$ cat src/rtl/pcap_mem_writer_pkg.sv
// pcap_mem_writer_pkg
// Shared definitions for the packed-byte FIFO to memory writer:
//   - lane geometry of a FIFO word (16 lanes of {strb, byte})
//   - replay beat size in bytes
//   - writer FSM state encoding and write-data source select
//   - lane_byte(): pulls the data byte out of one lane of a FIFO word
package pcap_mem_writer_pkg;

  localparam int LANES      = 16;
  localparam int LANE_BITS  = 9;
  localparam int BEAT_BYTES = 32;
  localparam int WORD_BITS  = LANES * LANE_BITS;

  typedef enum logic [2:0] {
    ST_HDR_HI = 3'd0,
    ST_HDR_LO = 3'd1,
    ST_WR_HI  = 3'd2,
    ST_WR_LO  = 3'd3,
    ST_DATA   = 3'd4,
    ST_DROP   = 3'd5
  } wr_state_t;

  typedef enum logic [1:0] {
    SEL_HOLD_HI = 2'd0,
    SEL_HOLD_LO = 2'd1,
    SEL_FIFO    = 2'd2
  } wr_sel_t;

  // Data byte of a lane; the strobe bit sits above it in the 9-bit lane.
  function automatic logic [7:0] lane_byte(input logic [WORD_BITS-1:0] word,
                                           input int unsigned lane);
    return word[lane*LANE_BITS +: 8];
  endfunction

endpackage

$ cat src/rtl/pcap_mem_qptr_bank.sv
// pcap_mem_qptr_bank
// Per-queue write pointers plus stored/dropped packet counters.
//
// Ports:
//   axi_aclk, axi_aresetn  clock, asynchronous active-low reset
//   sw_rst                 synchronous soft reset (same effect as reset)
//   q_base_addr            packed region base address per queue
//   q_ptr_clr              per-queue pointer reload to base
//   qid                    queue addressed by the strobes below
//   ptr_inc                one word written to queue qid
//   pkt_inc, drop_inc      one packet stored / dropped on queue qid
//   q_wr_ptr               packed next write address per queue
//   q_pkt_cnt, q_drop_cnt  packed 32-bit counters per queue
//
// The pointer is kept as an offset from the region base, so the exported
// pointer equals the base straight out of reset without an asynchronous
// load of a non-constant value. The register block pulses q_ptr_clr when
// it rewrites a base so the pointer restarts at the new region start.
module pcap_mem_qptr_bank #(
  parameter int NUM_QUEUES      = 4,
  parameter int NUM_QUEUES_BITS = 2,
  parameter int ADDR_WIDTH      = 19
) (
  input  logic                             axi_aclk,
  input  logic                             axi_aresetn,
  input  logic                             sw_rst,
  input  logic [NUM_QUEUES*ADDR_WIDTH-1:0] q_base_addr,
  input  logic [NUM_QUEUES-1:0]            q_ptr_clr,
  input  logic [NUM_QUEUES_BITS-1:0]       qid,
  input  logic                             ptr_inc,
  input  logic                             pkt_inc,
  input  logic                             drop_inc,
  output logic [NUM_QUEUES*ADDR_WIDTH-1:0] q_wr_ptr,
  output logic [NUM_QUEUES*32-1:0]         q_pkt_cnt,
  output logic [NUM_QUEUES*32-1:0]         q_drop_cnt
);

  logic [NUM_QUEUES-1:0][ADDR_WIDTH-1:0] ptr_off;
  logic [NUM_QUEUES-1:0][31:0]           pkt_cnt;
  logic [NUM_QUEUES-1:0][31:0]           drop_cnt;

  // Offset and counter update. A clear in the same cycle as a write to the
  // queue wins over the increment; counters simply wrap at 2^32.
  always_ff @(posedge axi_aclk or negedge axi_aresetn) begin
    if (!axi_aresetn) begin
      ptr_off  <= '0;
      pkt_cnt  <= '0;
      drop_cnt <= '0;
    end else if (sw_rst) begin
      ptr_off  <= '0;
      pkt_cnt  <= '0;
      drop_cnt <= '0;
    end else begin
      for (int q = 0; q < NUM_QUEUES; q++) begin
        if (q_ptr_clr[q]) begin
          ptr_off[q] <= '0;
        end else if (ptr_inc && (qid == NUM_QUEUES_BITS'(q))) begin
          ptr_off[q] <= ptr_off[q] + 1'b1;
        end
        if (pkt_inc && (qid == NUM_QUEUES_BITS'(q))) begin
          pkt_cnt[q] <= pkt_cnt[q] + 32'd1;
        end
        if (drop_inc && (qid == NUM_QUEUES_BITS'(q))) begin
          drop_cnt[q] <= drop_cnt[q] + 32'd1;
        end
      end
    end
  end

  // Absolute pointer is the region base plus the running offset.
  for (genvar g = 0; g < NUM_QUEUES; g++) begin : g_ptr
    assign q_wr_ptr[g*ADDR_WIDTH +: ADDR_WIDTH] =
      q_base_addr[g*ADDR_WIDTH +: ADDR_WIDTH] + ptr_off[g];
  end

  assign q_pkt_cnt  = pkt_cnt;
  assign q_drop_cnt = drop_cnt;

endmodule

$ cat src/rtl/pcap_mem_writer.sv
// pcap_mem_writer
// Pops packed-byte words from the FWFT FIFO, parses the two-word packet
// header for the byte length, and writes header plus payload words into
// the region of the packet's queue. Packets that do not fit whole in the
// rest of the region are popped and discarded.
//
// Ports:
//   axi_aclk, axi_aresetn   clock, asynchronous active-low reset
//   sw_rst                  synchronous soft reset
//   fifo_dout/_qid/_empty   FWFT FIFO head word, its queue id, empty flag
//   fifo_rd_en              pop head word (combinational)
//   mem_wr_en/_addr/_data   registered memory write
//   mem_wr_full             memory write queue nearly full, stall writes
//   wr_enable               0 holds off the start of new packets
//   q_base_addr/q_high_addr per-queue region first/last word address
//   q_ptr_clr               per-queue pointer reload to base
//   q_wr_ptr                per-queue next write address
//   q_pkt_cnt/q_drop_cnt    per-queue stored/dropped packet counters
module pcap_mem_writer
  import pcap_mem_writer_pkg::*;
#(
  parameter int FIFO_DATA_WIDTH = 144,
  parameter int NUM_QUEUES      = 4,
  parameter int NUM_QUEUES_BITS = $clog2(NUM_QUEUES),
  parameter int ADDR_WIDTH      = 19,
  parameter int LEN_POS         = 0
) (
  input  logic                             axi_aclk,
  input  logic                             axi_aresetn,
  input  logic                             sw_rst,
  input  logic [FIFO_DATA_WIDTH-1:0]       fifo_dout,
  input  logic [NUM_QUEUES_BITS-1:0]       fifo_dout_qid,
  input  logic                             fifo_empty,
  output logic                             fifo_rd_en,
  output logic                             mem_wr_en,
  output logic [ADDR_WIDTH-1:0]            mem_wr_addr,
  output logic [FIFO_DATA_WIDTH-1:0]       mem_wr_data,
  input  logic                             mem_wr_full,
  input  logic                             wr_enable,
  input  logic [NUM_QUEUES*ADDR_WIDTH-1:0] q_base_addr,
  input  logic [NUM_QUEUES*ADDR_WIDTH-1:0] q_high_addr,
  input  logic [NUM_QUEUES-1:0]            q_ptr_clr,
  output logic [NUM_QUEUES*ADDR_WIDTH-1:0] q_wr_ptr,
  output logic [NUM_QUEUES*32-1:0]         q_pkt_cnt,
  output logic [NUM_QUEUES*32-1:0]         q_drop_cnt
);

  localparam int LEN_LANE = LEN_POS / 8;
  localparam int EXT_W    = ADDR_WIDTH + 1;

  wr_state_t                      state, state_nxt;
  logic [FIFO_DATA_WIDTH-1:0]     hold_hi, hold_lo;
  logic [NUM_QUEUES_BITS-1:0]     cur_qid;
  logic [12:0]                    remaining;

  logic [15:0]                    pkt_len;
  logic [11:0]                    beats;
  logic [12:0]                    words;
  logic [ADDR_WIDTH-1:0]          cur_ptr, cur_high;
  logic [EXT_W-1:0]               end_addr;
  logic                           fits;

  logic                           pop, wr_now, hi_load, lo_load;
  logic                           rem_load, rem_dec, pkt_inc, drop_inc;
  wr_sel_t                        wr_sel;

  // Header-low decode: little-endian 16-bit length, rounded up to whole
  // beats (a zero-length packet still occupies one beat), then the end
  // address of the packet is tested against the region limit one bit wider
  // than the address so an overflowing sum cannot wrap into a pass.
  always_comb begin
    pkt_len  = {lane_byte(fifo_dout, LEN_LANE + 1), lane_byte(fifo_dout, LEN_LANE)};
    beats    = 12'(({1'b0, pkt_len} + 17'(BEAT_BYTES - 1)) >> $clog2(BEAT_BYTES));
    if (pkt_len == 16'd0) begin
      beats = 12'd1;
    end
    words    = 13'd2 + {beats, 1'b0};
    cur_ptr  = q_wr_ptr[cur_qid*ADDR_WIDTH +: ADDR_WIDTH];
    cur_high = q_high_addr[cur_qid*ADDR_WIDTH +: ADDR_WIDTH];
    end_addr = EXT_W'(cur_ptr) + EXT_W'(words) - EXT_W'(1);
    fits     = (end_addr <= EXT_W'(cur_high));
  end

  // Next-state and control strobes.
  always_comb begin
    state_nxt = state;
    pop       = 1'b0;
    wr_now    = 1'b0;
    wr_sel    = SEL_FIFO;
    hi_load   = 1'b0;
    lo_load   = 1'b0;
    rem_load  = 1'b0;
    rem_dec   = 1'b0;
    pkt_inc   = 1'b0;
    drop_inc  = 1'b0;
    case (state)
      ST_HDR_HI: begin
        if (!fifo_empty && wr_enable) begin
          pop       = 1'b1;
          hi_load   = 1'b1;
          state_nxt = ST_HDR_LO;
        end
      end
      ST_HDR_LO: begin
        if (!fifo_empty) begin
          pop      = 1'b1;
          lo_load  = 1'b1;
          rem_load = 1'b1;
          if (fits) begin
            state_nxt = ST_WR_HI;
          end else begin
            drop_inc  = 1'b1;
            state_nxt = ST_DROP;
          end
        end
      end
      ST_WR_HI: begin
        if (!mem_wr_full) begin
          wr_now    = 1'b1;
          wr_sel    = SEL_HOLD_HI;
          state_nxt = ST_WR_LO;
        end
      end
      ST_WR_LO: begin
        if (!mem_wr_full) begin
          wr_now    = 1'b1;
          wr_sel    = SEL_HOLD_LO;
          state_nxt = ST_DATA;
        end
      end
      ST_DATA: begin
        if (!fifo_empty && !mem_wr_full) begin
          pop     = 1'b1;
          wr_now  = 1'b1;
          rem_dec = 1'b1;
          if (remaining == 13'd1) begin
            pkt_inc   = 1'b1;
            state_nxt = ST_HDR_HI;
          end
        end
      end
      ST_DROP: begin
        if (!fifo_empty) begin
          pop     = 1'b1;
          rem_dec = 1'b1;
          if (remaining == 13'd1) begin
            state_nxt = ST_HDR_HI;
          end
        end
      end
      default: state_nxt = ST_HDR_HI;
    endcase
  end

  // No pops while either reset is applied, so the FIFO and the parser stay
  // aligned on packet boundaries when both sides come out of reset.
  assign fifo_rd_en = pop && axi_aresetn && !sw_rst;

  // FSM state, header holding registers, remaining-word counter and the
  // registered memory write port.
  always_ff @(posedge axi_aclk or negedge axi_aresetn) begin
    if (!axi_aresetn) begin
      state       <= ST_HDR_HI;
      hold_hi     <= '0;
      hold_lo     <= '0;
      cur_qid     <= '0;
      remaining   <= '0;
      mem_wr_en   <= 1'b0;
      mem_wr_addr <= '0;
      mem_wr_data <= '0;
    end else if (sw_rst) begin
      state       <= ST_HDR_HI;
      hold_hi     <= '0;
      hold_lo     <= '0;
      cur_qid     <= '0;
      remaining   <= '0;
      mem_wr_en   <= 1'b0;
      mem_wr_addr <= '0;
      mem_wr_data <= '0;
    end else begin
      state <= state_nxt;
      if (hi_load) begin
        hold_hi <= fifo_dout;
        cur_qid <= fifo_dout_qid;
      end
      if (lo_load) begin
        hold_lo <= fifo_dout;
      end
      if (rem_load) begin
        remaining <= {beats, 1'b0};
      end else if (rem_dec) begin
        remaining <= remaining - 13'd1;
      end
      mem_wr_en <= wr_now;
      if (wr_now) begin
        mem_wr_addr <= cur_ptr;
        case (wr_sel)
          SEL_HOLD_HI: mem_wr_data <= hold_hi;
          SEL_HOLD_LO: mem_wr_data <= hold_lo;
          default:     mem_wr_data <= fifo_dout;
        endcase
      end
    end
  end

  pcap_mem_qptr_bank #(
    .NUM_QUEUES      (NUM_QUEUES),
    .NUM_QUEUES_BITS (NUM_QUEUES_BITS),
    .ADDR_WIDTH      (ADDR_WIDTH)
  ) u_qptr_bank (
    .axi_aclk    (axi_aclk),
    .axi_aresetn (axi_aresetn),
    .sw_rst      (sw_rst),
    .q_base_addr (q_base_addr),
    .q_ptr_clr   (q_ptr_clr),
    .qid         (cur_qid),
    .ptr_inc     (wr_now),
    .pkt_inc     (pkt_inc),
    .drop_inc    (drop_inc),
    .q_wr_ptr    (q_wr_ptr),
    .q_pkt_cnt   (q_pkt_cnt),
    .q_drop_cnt  (q_drop_cnt)
  );

endmodule

$ cat config.mk
export PLATFORM = sky130hd
export DESIGN_NAME = pcap_mem_writer
export DESIGN_NICKNAME = d
export VERILOG_FILES = /design/src/rtl/pcap_mem_writer_pkg.sv /design/src/rtl/pcap_mem_qptr_bank.sv /design/src/rtl/pcap_mem_writer.sv
export SDC_FILE = /design/constraint.sdc
export NUM_CORES = 2
export LEC_CHECK = 0
export BUFFER_PORTS_ARGS = -buffer_cell sky130_fd_sc_hd__clkbuf_2
export CAP_MARGIN = 20
export CORE_ASPECT_RATIO = 0.5
export CORE_MARGIN = 4
export CORE_UTILIZATION = 30
export CTS_CLUSTER_DIAMETER = 200
export DETAILED_ROUTE_END_ITERATION = 10
export GPL_TIMING_DRIVEN = 0
export PLACE_DENSITY = 0.47
export SYNTH_ARGS = -nofsm -noshare
export SYNTH_HDL_FRONTEND = slang
export SYNTH_HIERARCHICAL = 1
export SYNTH_SLANG_ARGS = --single-unit
$ cat constraint.sdc
create_clock -name axi_aclk -period 15.9 [get_ports axi_aclk]
set_clock_uncertainty 0.05 [all_clocks]
set_input_delay 1.59 -clock axi_aclk [delete_from_list [all_inputs] [get_ports axi_aclk]]
set_output_delay 1.59 -clock axi_aclk [all_outputs]
set_load 0.03 [all_outputs]
==> flow_summary.json <==
{
  "status": "complete, no violations",
  "ys_warn_count": 6,
  "wl_met2_microns": 85620,
  "vias": 39380,
  "synthCells": 4891,
  "path_clk_slew_ns": 0.06,
  "min_path_type": "reg -> reg",
  "hold_path_depth": 2,
  "layout_commonest_cell": "nand2_1",
  "crit_required_ns": 16.39,
  "initial_core_util_pct": 30.38,
  "reg2reg_depth": 35,
  "period_minus_slack_ns": 9.817,
  "seq_area_frac_synth_pct": 45.92,
  "slew_viol_final": 0,
  "finalWirelength_microns": 168900,
  "clockBufferDepth": 3,
  "die_area_sq_um": 152200,
  "ant_nets": 0,
  "rows": 98,
  "synth_area_sq_um": 43700,
  "layout-drive-gt1-share_pct": 18.78,
  "dp_hpwl_microns": 130100,
  "fmax_mhz": 101.9,
  "finalSetupTns_ns": 0,
  "critPathTopFamily": "compound AO/OA/AOI/OAI gates",
  "arrival_ns": 10.31,
  "nets": 6239,
  "r2r_start": "u_qptr_bank/ptr_off[57]",
  "coreArea_sq_um": 143800,
  "ys_seq_elements": 802,
  "ioPinCount": 805,
  "fin_crit_sh_pct": 61.74,
  "syn_nets": 5340,
  "maxCapViolCount": 0,
  "grt_pass1_vias": 39170,
  "cts-root-buf": "clkbuf_16",
  "portBuffers": 797,
  "firstDrtPassIters": 6,
  "ctsHtreeMaxLevel": 3,
  "hold_ws_ns": 0.4709,
  "synth_edf_count": 0,
  "insertion_delay_ns": 0.68,
  "async_reset_ff_share_pct": 100.0,
  "grt_pass1_wl_microns": 252300,
  "post_cts_resize_count": 0,
  "die_x_microns": 547.8,
  "end_kind": "register",
  "powerDensity_nw_per_um2": 99.98,
  "reg2reg_slack_ns": 6.67,
  "path_max_fanout": 9,
  "worst_slew_pin_slew_ns": 1.120,
  "wl_met1_microns": 69810,
  "highest_layer": "met5",
  "clock-sinks": 802,
  "timing.rr.end": "u_qptr_bank/q_drop_cnt[95]",
  "die_h_microns": 277.9,
  "crit_buf_inv": 4,
  "crit_top_cell": "ha_1",
  "startpoint_type": "input port",
  "mostFrequentLayoutCells": "nand2_1 (1,111), dfrtp_1 (802), clkbuf_2 (799)",
  "worst_path_max_delay_cell": "a21oi_1",
  "max_stage_delay_ns": 0.75,
  "groute.usage.overall_pct": 21.46,
  "hold_end": "hold_hi[86]",
  "viasPerCell": 5.036,
  "min-delay-start": "hold_hi[86]",
  "dpl-instance-area_sq_um": 50490,
  "route.detailed.drc": 0,
  "power_uw": 5339,
  "postCtsSetupBuffers": 0,
  "finalSetupViolCount": 0,
  "synthFlopType": "dfrtp_1",
  "area_growth_pct": 22.19,
  "cts_tree": "done",
  "drt_iter0_drc": 2744,
  "hold_buffers": 0,
  "leakage_uw": 0.02356,
  "dr_wl_met3_microns": 6769,
  "rsz0062_at_grt": "false",
  "stdcell_area_sq_um": 53400,
  "overflow": 0,
  "finalHoldViolations": 0,
  "ys_types": 84,
  "gp_congestion": 0.9168,
  "critPathKind": "in -> reg",
  "antenna_found_initial": 31,
  "cts_inserted_buffers": 84,
  "ir_drop_v": 0.00007198,
  "max_slew_margin_pct": 25.34,
  "syn-mean-instance-area_sq_um": 8.935,
  "routedWlPerCell_microns": 21.59,
  "grt_max_degree": 108
}
-- power breakdown --
group	internal (uW)	total (uW)	switching, uW
logic	343	1040	699
registers	2120	2170	52.4
clock network	1230	2120	896
-- cells in the mapped netlist (10+ instances only) --
library cell / count / area share [%]
nand2_1: 1111 / 9.5
dfrtp_1: 802 / 46
a21oi_1: 601 / 6.9
nor2_1: 392 / 3.4
xor2_1: 216 / 4.3
clkbuf_1: 205 / 1.8
mux2i_1: 153 / 3.5
o211ai_1: 153 / 2.6
xnor2_1: 145 / 2.9
ha_1: 136 / 3.9
inv_1: 121 / 1.0
nand3_1: 106 / 1.2
o21ai_0: 102 / 1.2
nand4_1: 80 / 1.1
or3_1: 71 / 1.0
buf_2: 56 / 0.64
and3_1: 44 / 0.63
nor3_1: 39 / 0.45
mux4_2: 38 / 2.0
and4_1: 32 / 0.64
a21o_1: 24 / 0.41
nor2b_1: 23 / 0.33
a211oi_1: 22 / 0.38
and2_1: 15 / 0.21
nand2b_1: 15 / 0.21
o21a_1: 15 / 0.26
or2_2: 11 / 0.16
nor4_1: 10 / 0.14
-- sequential cells by signal, indices dropped and copies added, names as in the netlist, 2 cells and up --
signal / count
u_qptr_bank/ptr_off: 76
state: 3
mem_wr_addr: 19
u_qptr_bank/q_drop_cnt: 128
remaining: 13
mem_wr_data: 144
u_qptr_bank/q_pkt_cnt: 128
hold_hi: 144
cur_qid: 2
hold_lo: 144
-- worst register-to-register path: cells and delay by family, from the launching register on --
kind | cells | cell delay (ns)
multiplexers | 1 | 0.59
AO/OA/AOI/OAI | 11 | 3.20
flip-flops | 1 | 0.45
AND/OR/NAND/NOR | 12 | 2.53
XOR/XNOR | 3 | 0.38
buffers and inverters | 3 | 0.40
adder cells (fa/ha/maj) | 5 | 1.52
-- kinds of logic after synthesis --
family	after synthesis	synth area share, %
buffers and inverters	396	3.610
DFF	802	45.92
muxes	192	5.489
and+or+nand+nor	2012	20.56
adders and majority gates	142	4.149
xor gates and xnor gates	361	7.235
AOI/OAI and AO/OA	986	13.03
-- worst max-delay path by stage --
stage / startpoint / slack (ns) / cells past startpoint / endpoint
detailed placement: q_base_addr[19] / 5.33 / 36 / u_qptr_bank/q_drop_cnt[95]
floorplan: q_base_addr[19] / 7.23 / 33 / u_qptr_bank/q_drop_cnt[26]
CTS: q_base_addr[19] / 6.06 / 36 / u_qptr_bank/q_drop_cnt[95]
global route: q_base_addr[19] / 5.27 / 36 / u_qptr_bank/q_drop_cnt[95]
finish: q_base_addr[19] / 6.08 / 36 / u_qptr_bank/q_drop_cnt[95]
global placement: axi_aresetn / -7.27 / 1 / mem_wr_data[90]
-- stage by stage --
| stage | instances | utilization [%] | worst slack (ns) |
|---|---|---|---|
| after detailed placement | 7654 | 35.10 | 5.331 |
| after global placement | 7638 | 34.85 | -7.266 |
| after CTS | 7801 | 37.09 | 6.062 |
| final | 7820 | 37.13 | 6.083 |
| after global routing | 7819 | 37.12 | 5.267 |
| after floorplan | 4891 | - | 7.234 |
-- routing by layer --
layer  vias up  global-route usage [%]
met5         -                       0
met3       260                   3.152
met2       895                   37.68
li1      18570                       -
met1     19640                   26.58
met4        12                   8.228
-- area by class of cell --
class                      instances  area, sq um
antenna                           19        47.55
buffer                           275         1125
clock buffer                     118         2421
clock inverter                    29        442.9
fill                           14850        90430
inverter                         121        454.2
multi-input combinational       3693        22060
sequential                       802        20070
tap                             1950         2440
timing repair buffer             813         4339
Power figures use the tool's default switching activity.
